### src/rtl/pp_pkg.sv
// Shared definitions for the pport transmit-side arbiter and its helpers.
// Holds the arbiter state encoding, line-delimiter constants and the owner index width.
package pp_pkg;

   typedef enum logic {
      PP_IDLE  = 1'b0,
      PP_GRANT = 1'b1
   } pp_state_t;

   localparam logic [7:0] PP_EOL = 8'h0a;
   // Carriage return, kept alongside EOL for later CR/LF-aware framing.
   localparam logic [7:0] PP_CR  = 8'h0d;

   localparam int PP_OWNER_W = 2;

endpackage

### src/rtl/pp_rrpick.sv
// Combinational round-robin priority pick: first asserted request after 'last', with wraparound.
// Shared by the transmit arbiter and, later, the receive-side demux.
module pp_rrpick
   import pp_pkg::*;
#(
   parameter int NREQ = 2
)(
   input  logic [NREQ-1:0]       req,
   input  logic [PP_OWNER_W-1:0] last,
   output logic [PP_OWNER_W-1:0] pick,
   output logic                  any
);

   logic [NREQ-1:0] above;
   logic [NREQ-1:0] req_hi;

   genvar gi;
   generate
      for (gi = 0; gi < NREQ; gi++) begin : g_above
         assign above[gi] = (PP_OWNER_W'(gi) > last);
      end
   endgenerate

   assign req_hi = req & above;
   assign any    = |req;

   // Lowest index above 'last' wins; otherwise wrap to the lowest index overall.
   always_comb begin
      pick = '0;
      for (int i = NREQ - 1; i >= 0; i--) begin
         if (req[i]) pick = PP_OWNER_W'(i);
      end
      if (|req_hi) begin
         for (int i = NREQ - 1; i >= 0; i--) begin
            if (req_hi[i]) pick = PP_OWNER_W'(i);
         end
      end
   end

endmodule

### src/rtl/pptx_arbiter.sv
// Packet-locked round-robin arbiter sharing the pport transmit channel among NREQ byte streams.
// A grant lasts one line: released on EOL, at MAXLEN bytes, or after TIMEOUT quiet cycles.
module pptx_arbiter
   import pp_pkg::*;
#(
   parameter int         NREQ    = 2,
   parameter int         MAXLEN  = 80,
   parameter int         TIMEOUT = 1023,
   parameter logic [7:0] EOL     = PP_EOL
)(
   input  logic                  i_clk,
   input  logic                  i_reset_n,
   input  logic [NREQ-1:0]       i_stb,
   input  logic [8*NREQ-1:0]     i_data,
   output logic [NREQ-1:0]       o_busy,
   output logic                  o_tx_stb,
   output logic [7:0]            o_tx_data,
   input  logic                  i_tx_busy,
   output logic                  o_active,
   output logic [PP_OWNER_W-1:0] o_owner
);

   pp_state_t             state_reg, state_next;
   logic [PP_OWNER_W-1:0] g_reg, g_next;
   logic [PP_OWNER_W-1:0] last_reg, last_next;
   logic [7:0]            cnt_reg, cnt_next;
   logic [15:0]           idle_reg, idle_next;

   logic [NREQ-1:0]       sel;
   logic                  stb_g;
   logic [7:0]            data_g;
   logic                  accept;
   logic [PP_OWNER_W-1:0] pick;
   logic                  pick_any;

   genvar gi;
   generate
      for (gi = 0; gi < NREQ; gi++) begin : g_sel
         assign sel[gi] = (g_reg == PP_OWNER_W'(gi));
      end
   endgenerate

   // Grantee byte path is a pure mux on the registered owner; no data staging.
   always_comb begin
      data_g = '0;
      for (int k = 0; k < NREQ; k++) begin
         if (sel[k]) data_g = i_data[8*k +: 8];
      end
   end

   assign stb_g  = |(i_stb & sel);
   assign accept = stb_g && !i_tx_busy;

   pp_rrpick #(.NREQ(NREQ)) u_pick (
      .req  (i_stb),
      .last (last_reg),
      .pick (pick),
      .any  (pick_any)
   );

   always_ff @(posedge i_clk) begin
      if (!i_reset_n) begin
         state_reg <= PP_IDLE;
         g_reg     <= '0;
         last_reg  <= PP_OWNER_W'(NREQ - 1);
         cnt_reg   <= '0;
         idle_reg  <= '0;
      end else begin
         state_reg <= state_next;
         g_reg     <= g_next;
         last_reg  <= last_next;
         cnt_reg   <= cnt_next;
         idle_reg  <= idle_next;
      end
   end

   always_comb begin
      state_next = state_reg;
      g_next     = g_reg;
      last_next  = last_reg;
      cnt_next   = cnt_reg;
      idle_next  = idle_reg;
      case (state_reg)
         PP_IDLE: begin
            if (pick_any) begin
               state_next = PP_GRANT;
               g_next     = pick;
               cnt_next   = '0;
               idle_next  = '0;
            end
         end
         PP_GRANT: begin
            // Acceptance is checked first so a byte landing on the timeout threshold keeps the grant.
            if (accept) begin
               cnt_next  = cnt_reg + 8'd1;
               idle_next = '0;
               if (data_g == EOL || cnt_reg == 8'(MAXLEN - 1)) begin
                  state_next = PP_IDLE;
                  last_next  = g_reg;
               end
            end else if (!stb_g) begin
               idle_next = idle_reg + 16'd1;
               if (idle_reg == 16'(TIMEOUT - 1)) begin
                  state_next = PP_IDLE;
                  last_next  = g_reg;
               end
            end
         end
         default: state_next = PP_IDLE;
      endcase
   end

   always_comb begin
      o_tx_stb = 1'b0;
      o_busy   = '1;
      if (state_reg == PP_GRANT) begin
         o_tx_stb = stb_g;
         o_busy   = ~sel | {NREQ{i_tx_busy}};
      end
   end

   assign o_tx_data = data_g;
   assign o_active  = (state_reg == PP_GRANT);
   assign o_owner   = g_reg;

endmodule

### config.mk
export PLATFORM = sky130hd
export DESIGN_NAME = pptx_arbiter
export DESIGN_NICKNAME = d
export VERILOG_FILES = /design/src/rtl/pp_pkg.sv /design/src/rtl/pp_rrpick.sv /design/src/rtl/pptx_arbiter.sv
export SDC_FILE = /design/constraint.sdc
export NUM_CORES = 1
export LEC_CHECK = 0
export BUFFER_PORTS_ARGS = -buffer_cell sky130_fd_sc_hd__buf_2
export CORE_MARGIN = 1
export CORE_UTILIZATION = 33
export CTS_BUF_LIST = sky130_fd_sc_hd__clkbuf_2
export CTS_CLUSTER_SIZE = 40
export DETAILED_ROUTE_END_ITERATION = 6
export HOLD_SLACK_MARGIN = 0.06
export MAX_ROUTING_LAYER = met4
export SYNTH_ARGS = -nofsm -noshare
export SYNTH_HDL_FRONTEND = slang
export SYNTH_SLANG_ARGS = --single-unit
### constraint.sdc
create_clock -name i_clk -period 1.78 [get_ports i_clk]
set_input_delay 0.089 -clock i_clk [delete_from_list [all_inputs] [get_ports i_clk]]
set_output_delay 0.089 -clock i_clk [all_outputs]
set_load 0.02 [all_outputs]
==> qor.csv, run 1 <==
metric,value,unit
synth_top_family_by_area,simple AND/OR/NAND/NOR gates,
p_comb_share,23.8,%
start_util,34.4,%
cp-end-kind,flop,
setup_slack,0.0991,ns
syn2layout_area_growth,20.6,%
synthDistinctLibCells,47,
synthCells,203,
ys_seq_elements,27,
pwr-share-clk,21.1,%
root_buffer,clkbuf_2,
netlist_area,1630,um^2
worst_r2r_path_depth,6,
hold_path_end,o_owner[0],
crit_type,reg -> reg,
synthXorXnorAreaFrac,3.23,%
grt_max_degree,17,
synth_area_per_cell,8.01,um^2
synth-adder-area-share,2.31,%
drive_above_1_share,26.2,%
swShare,30.9,%
grt_pass1_vias,1385,
grt_util_all_layers,14.8,%
synth_edf_count,0,
setup_viol,0,
hpwl,2730,um
rsz0062_at_grt,false,
nNetsFinal,269,
vdd_drop_max,0.242,mV
worst_slew_pin_slew,0.666,ns
slew_headroom,55.5,%
cp_slowest_cell,dfxtp_1,
muxShareOfSynthArea,8.85,%
period_share,94.4,%
clock_skew,0.0186,ns
grt_first_pass_wirelength,6050,um
max_clock_freq,595,MHz
cts_inserted_buffers,3,
ys_seq_area_share,33.2,%
yosys.area_share.simple,28.7,%
drtIter0Drc,91,
routed-via-count,1573,
ff2ff_setup_slack,0.1,ns
p_seq_share,55.1,%
hold_depth,4,
fin_setup_tns,0,ns
max_stage_delay,0.45,ns
die_y,72.2,um
h-tree-depth,1,
cts.clk_slew.worst_paths,0.26,ns
largest_reg_flops,16,
finalWirelength,3600,um
dr.pass1.iters,4,
p_per_area,584,nW/um^2
synth_compound_area_share,18.5,%
r2r-start,o_owner[0],
ant_nets,0,
p_switching,0.354,mW
p_int,0.791,mW
die-area,5210,um^2
clockBufferDepth,2,
ioPinCount,35,
critPathLaunchType,flop,
status,"finished, final reports clean",
routabilityCongestion,0.768,
dp_slack,0.123,ns
antenna_cells,0,
slew_viol_final,0,
synth_ff_type,dfxtp_1,
arrival,1.99,ns
crit_fanout,16,
fin_crit,1.68,ns
final-hold-violation-count,0,
drv_cap,0,
clock-sinks,27,
tritoncts,built,
r2r_end,last_reg[0],
async_flop_share,0,%
syn_nets,227,
placed_area,1880,um^2
overflow,0,
fp.dieW,72.2,um
p_leak,0.732,nW
fp-row-count,25,
portBuffers,33,
vias_per_cell,5.06,
path_cells,"buf_4, mux2_2, o211ai_1, o221ai_1, o21a_1, a22oi_1",
finalNonFillerCells,311,
worstHoldStart,i_stb[0],
yosys_warnings,0,
required,2.09,ns
core,4720,um^2
drc,0,
wl_per_cell,11.6,um
final_cell_area,1960,um^2
dp.cells,303,
antenna_found_initial,0,
clock_latency,0.36,ns
hold_class,in -> reg,
holdWs,0.0810,ns
-- critical path, delay by kind of cell (launching register included) --
kind | cells | cell delay, ns
buffers and inverters | 1 | 0.24
AOI/OAI and AO/OA | 4 | 0.56
muxes | 1 | 0.37
DFF | 1 | 0.45
-- layer usage --
metal | wire [um] | GRT usage (%) | up-vias
met1 | 1840 | 19.7 | 725
met3 | 112 | 1.81 | 2
met4 | 21 | 3.49 | 0
met2 | 1620 | 23.9 | 28
met5 | 0 | - | -
li1 | - | - | 818
-- how the worst max path moves through the flow --
stage	from	to	slack, ns	cells after the start
2_1_floorplan	o_owner[0]	idle_reg[14]	0.07	6
3_3_place_gp	cnt_reg[4]	o_active	0.17	4
3_5_place_dp	o_owner[0]	idle_reg[8]	0.12	4
4_1_cts	o_owner[0]	idle_reg[8]	0.07	4
5_1_grt	idle_reg[8]	idle_reg[14]	0.01	5
6_report	o_owner[0]	last_reg[0]	0.1	6
-- cell families (layout without fill, tap and decap cells) --
kind of cell | count (synthesis) | after routing
fa+ha+maj | 3 | 3
xor+xnor | 6 | 6
other cells | 1 | 1
mux | 12 | 12
compound gates | 48 | 48
simple gates | 90 | 90
buf+inv | 16 | 57
flops | 27 | 27
-- power by group through the flow --
| stage | registers, mW | logic, mW | clock network, mW |
|---|---|---|---|
| 5_1_grt | 0.634 | 0.300 | 0.280 |
| 2_1_floorplan | 0.642 | 0.174 | 0 |
| 4_1_cts | 0.631 | 0.267 | 0.256 |
| 6_report | 0.631 | 0.272 | 0.242 |
| 3_5_place_dp | 0.641 | 0.263 | 0 |
| 3_3_place_gp | 0.641 | 0.263 | 0 |
-- synth_stat cells (5+ instances only) --
library cell,n,area [um^2]
a21oi_1,13,65.1
dfxtp_1,27,541
inv_1,8,30.0
mux2_2,9,101
nand2_1,19,71.3
nand3_1,9,45.0
nand4_1,5,31.3
nor2_1,25,93.8
nor3_1,5,25.0
o21ai_0,15,75.1
xnor2_1,5,43.8
-- cell type report --
type	count	area, um^2
Clock buffer	4	20.0
Multi-Input combinational cell	160	1030
Fill cell	476	2760
Tap cell	67	83.8
Timing Repair Buffer	45	260
Sequential cell	27	542
Inverter	8	30.0
-- timing repair --
action | CTS | global route
setup buffers | 0 | 2
gates resized for setup | 0 | 4
endpoints found under the setup margin | 0 | 10
hold endpoints to repair | 3 | 0
hold buffers | 2 | 0
-- per-stage QoR --
stage	util [%]	power, mW
3_5_place_dp	39.9	0.904
5_1_grt	41.5	1.21
3_3_place_gp	39.9	0.904
4_1_cts	40.7	1.15
6_report	41.5	1.15
2_1_floorplan	-	0.816
-- placed cells by master (no fill, tap or decap), drive strengths merged, types with 3 or more instances in the layout --
master and n:
clkbuf 4, o31ai 3, o211ai 4, or3 3, buf 43, nor2 25
dfxtp 27, a21oi 13, nor4b 3, ha 3, xnor2 5, mux2i 3
nor4 4, nor3 5, o21ai 15, nand4 5, and3 3, nand3 9
nand2b 4, nand2 19, mux2 9, inv 8
Power figures use the tool's default switching activity.
==> inputs of run 2 (changes only) <==
--- a/config.mk
+++ b/config.mk
@@ -15,4 +15,5 @@
 export MAX_ROUTING_LAYER = met4
 export SYNTH_ARGS = -nofsm -noshare
 export SYNTH_HDL_FRONTEND = slang
+export SYNTH_HIERARCHICAL = 1
 export SYNTH_SLANG_ARGS = --single-unit
==> run 2 against run 1 <==
Against the previous run:
- clock power is 31% higher
- critical path depth down 1
- setup slack got worse by 0.035 ns
- register-to-register slack worse by 0.04 ns
- hold slack improved by 0.025 ns
- via count grew 9.1%
- clock-buffer cell count up 1
- critical path type unchanged
- critical endpoint is now idle_reg[9]
==> qor.csv, run 2 <==
metric,value,unit,change
status,"finished, final reports clean",,unchanged
cts.clk_slew.worst_paths,0.15,ns,was 0.26 ns
wl_met1,2040,um,was 1840 um
ys_seq_area_share,32.5,%,was 33.2%
synth_edf_count,0,,unchanged
fp.dieW,75.6,um,was 72.2 um
met3WireLength,263,um,was 112 um
ioPinCount,35,,unchanged
finalNonFillerCells,342,,was 311
finalWirelength,4290,um,was 3600 um
p_comb_share,22.5,%,was 23.8%
syn_nets,240,,was 227
synth_common_cells,"dfxtp_1 (29), nor2_1 (28), nand2_1 (15)",,"was dfxtp_1 (27), nor2_1 (25), nand2_1 (19)"
antenna_found_initial,0,,unchanged
grt_first_pass_wirelength,6790,um,was 6050 um
drtIter0Drc,119,,was 91
cp_slowest_cell,or4_1,,was dfxtp_1
dp.cells,330,,was 303
p_seq_share,52.7,%,was 55.1%
grt_pass1_vias,1559,,"was 1,385"
path_cells,"mux2i_4, o21a_4, o21ai_2, or4_1, a21oi_1",,"was buf_4, mux2_2, o211ai_1, o221ai_1, o21a_1, a22oi_1"
setup_slack,0.0639,ns,was 0.0991 ns
drv_cap,0,,unchanged
final-hold-violation-count,0,,unchanged
p_switching,0.413,mW,was 0.354 mW
synth_area_per_cell,8.27,um^2,was 8.01 um^2
routabilityCongestion,0.849,,was 0.768
synthCells,216,,was 203
final_common_cell,buf_2,,unchanged
critPathLaunchType,flop,,unchanged
root_buffer,clkbuf_2,,unchanged
yosys.area.top_type,dfxtp_1,,unchanged
syn2layout_area_growth,25.4,%,was 20.6%
dr.max_layer_used,met4,,unchanged
crit_type,reg -> reg,,unchanged
required,2.10,ns,was 2.09 ns
overflow,0,,unchanged
start_util,34.5,%,was 34.4%
routed-via-count,1716,,"was 1,573"
p_per_area,571,nW/um^2,was 584 nW/um^2
clock_skew,0.0132,ns,was 0.0186 ns
synth.top_cell.area_share,32.5,%,was 33.2%
core,5170,um^2,was 4720 um^2
p_leak,0.853,nW,was 0.732 nW
h-tree-depth,2,,was 1
ff2ff_setup_slack,0.06,ns,was 0.1 ns
cp_num_buf_inv,0,,was 1
clock_latency,0.37,ns,was 0.36 ns
cp-end-kind,flop,,unchanged
met2WireLength,1920,um,was 1620 um
async_flop_share,0,%,unchanged
synthDistinctLibCells,51,,was 47
max_stage_delay,0.50,ns,was 0.45 ns
largest_reg_flops,16,,unchanged
dp_slack,0.0165,ns,was 0.123 ns
dr.pass1.iters,4,,unchanged
path_delay_family,simple AND/OR/NAND/NOR gates,,was compound AO/OA/AOI/OAI gates
ys_seq_elements,29,,was 27
swShare,32.3,%,was 30.9%
nNetsFinal,295,,was 269
cts_inserted_buffers,5,,was 3
period_share,96.4,%,was 94.4%
die_y,75.6,um,was 72.2 um
synth.most_common_cell,dfxtp_1,,unchanged
die-area,5710,um^2,was 5210 um^2
wl_per_cell,12.5,um,was 11.6 um
vias_per_cell,5.02,,was 5.06
vdd_drop_max,0.270,mV,was 0.242 mV
antenna_cells,0,,unchanged
fp-row-count,26,,was 25
clockBufferDepth,2,,unchanged
fin_crit,1.72,ns,was 1.68 ns
arrival,2.03,ns,was 1.99 ns
netlist_area,1790,um^2,was 1630 um^2
crit_fanout,7,,was 16
hold_class,in -> reg,,unchanged
drc,0,,unchanged
layout_common_cells,"buf_2 (34), nor2_1 (28), dfxtp_1 (27)",,"was buf_2 (33), dfxtp_1 (26), nor2_1 (25)"
max_clock_freq,583,MHz,was 595 MHz
ant_nets,0,,unchanged
yosys_warnings,6,,was 0
clock-sinks,29,,was 27
grt_util_all_layers,16.4,%,was 14.8%
fillers,521,,was 476
grt_max_degree,18,,was 17
synth_ff_type,dfxtp_1,,unchanged
pwr-share-clk,24.8,%,was 21.1%
hpwl,3160,um,was 2730 um
drive_above_1_share,28.3,%,was 26.2%
portBuffers,34,,was 33
setup_viol,0,,unchanged
p_int,0.867,mW,was 0.791 mW
tritoncts,built,,unchanged
synth_area_leaders,"dfxtp_1 (32%), mux2i_1 (6.7%), nor2_1 (5.9%)",,"was dfxtp_1 (33%), mux2_2 (6.2%), nor2_1 (5.8%)"
slew_viol_final,0,,unchanged
## run 2: changes by cell type in the layout (fill, tap and decap cells not counted), moves of 5 or more
| cell | change |
|---|---|
| a21boi_0 | +5 |
| a21oi_1 | -7 |
| and2_1 | +6 |
| buf_4 | +12 |
| inv_1 | -5 |
| mux2_2 | -9 |
| mux2i_1 | +10 |
| o21ai_0 | -5 |
| xor2_1 | +5 |
## run 2: kinds of logic after synthesis
family,share of synthesized area (%)
and+or+nand+nor,31.9
AOI/OAI and AO/OA,17.4
DFF,32.5
buffers and inverters,4.48
muxes,7.98
xor gates and xnor gates,3.43
adders and majority gates,2.10
other,0.210
## run 2: layer usage
metal | vias up | track usage (%)
met5 | - | -
met4 | 0 | 6.38
met3 | 5 | 4.10
met2 | 47 | 27.1
met1 | 771 | 19.1
li1 | 893 | -
## run 2: what timing repair did
action                                  4_1_cts  5_1_grt
gates cloned                                  0        1
endpoints found under the setup margin        1        8
hold buffers                                  1        0
endpoints found under the hold margin         4        0
setup buffers                                 0        2
gates resized for setup                       1        6
## run 2: cell type report
cell class	instances	area (um^2)	area share, %
Multi-Input combinational cell	174	1160	51.9
Sequential cell	29	586	26.1
Timing Repair Buffer	58	357	15.9
Tap cell	70	87.6	3.91
Clock buffer	5	25.0	1.12
Clock inverter	3	12.5	0.558
Inverter	3	11.3	0.503
## run 2: worst paths after layout
path | cells past startpoint | from | to
setup reg to reg | 5 | o_owner[0] | idle_reg[9]
hold reg to reg | 2 | last_reg[1] | last_reg[1]
hold / removal | 4 | i_stb[1] | o_owner[0]
setup / recovery | 5 | o_owner[0] | idle_reg[9]
## run 2: through the flow
step | cell area (um^2) | TNS (ns) | total power [mW] | hold WS (ns) | utilization, %
after floorplan | 1790 | 0 | 0.858 | 0.331 | -
after global placement | 2140 | 0 | 0.962 | 0.415 | 41.3
after detailed placement | 2140 | 0 | 0.961 | 0.412 | 41.3
after CTS | 2190 | 0 | 1.29 | 0.0895 | 42.3
after global routing | 2240 | -0.00366 | 1.36 | 0.103 | 43.3
final | 2240 | 0 | 1.28 | 0.106 | 43.3
## run 2: worst reg2reg max path, stage by stage, from the launching register on
cell and delay [ns]:
dfxtp_2 0.39, mux2i_4 0.32, o21a_4 0.22, o21ai_2 0.09, or4_1 0.50, a21oi_1 0.14
## run 2: power groups by stage
| stage | Clock, mW | Sequential [mW] | Combinational [mW] |
|---|---|---|---|
| finish | 0.318 | 0.674 | 0.287 |
| global route | 0.366 | 0.677 | 0.321 |
| CTS | 0.338 | 0.673 | 0.278 |
| detailed placement | 0 | 0.687 | 0.274 |
| global placement | 0 | 0.687 | 0.275 |
| floorplan | 0 | 0.688 | 0.170 |
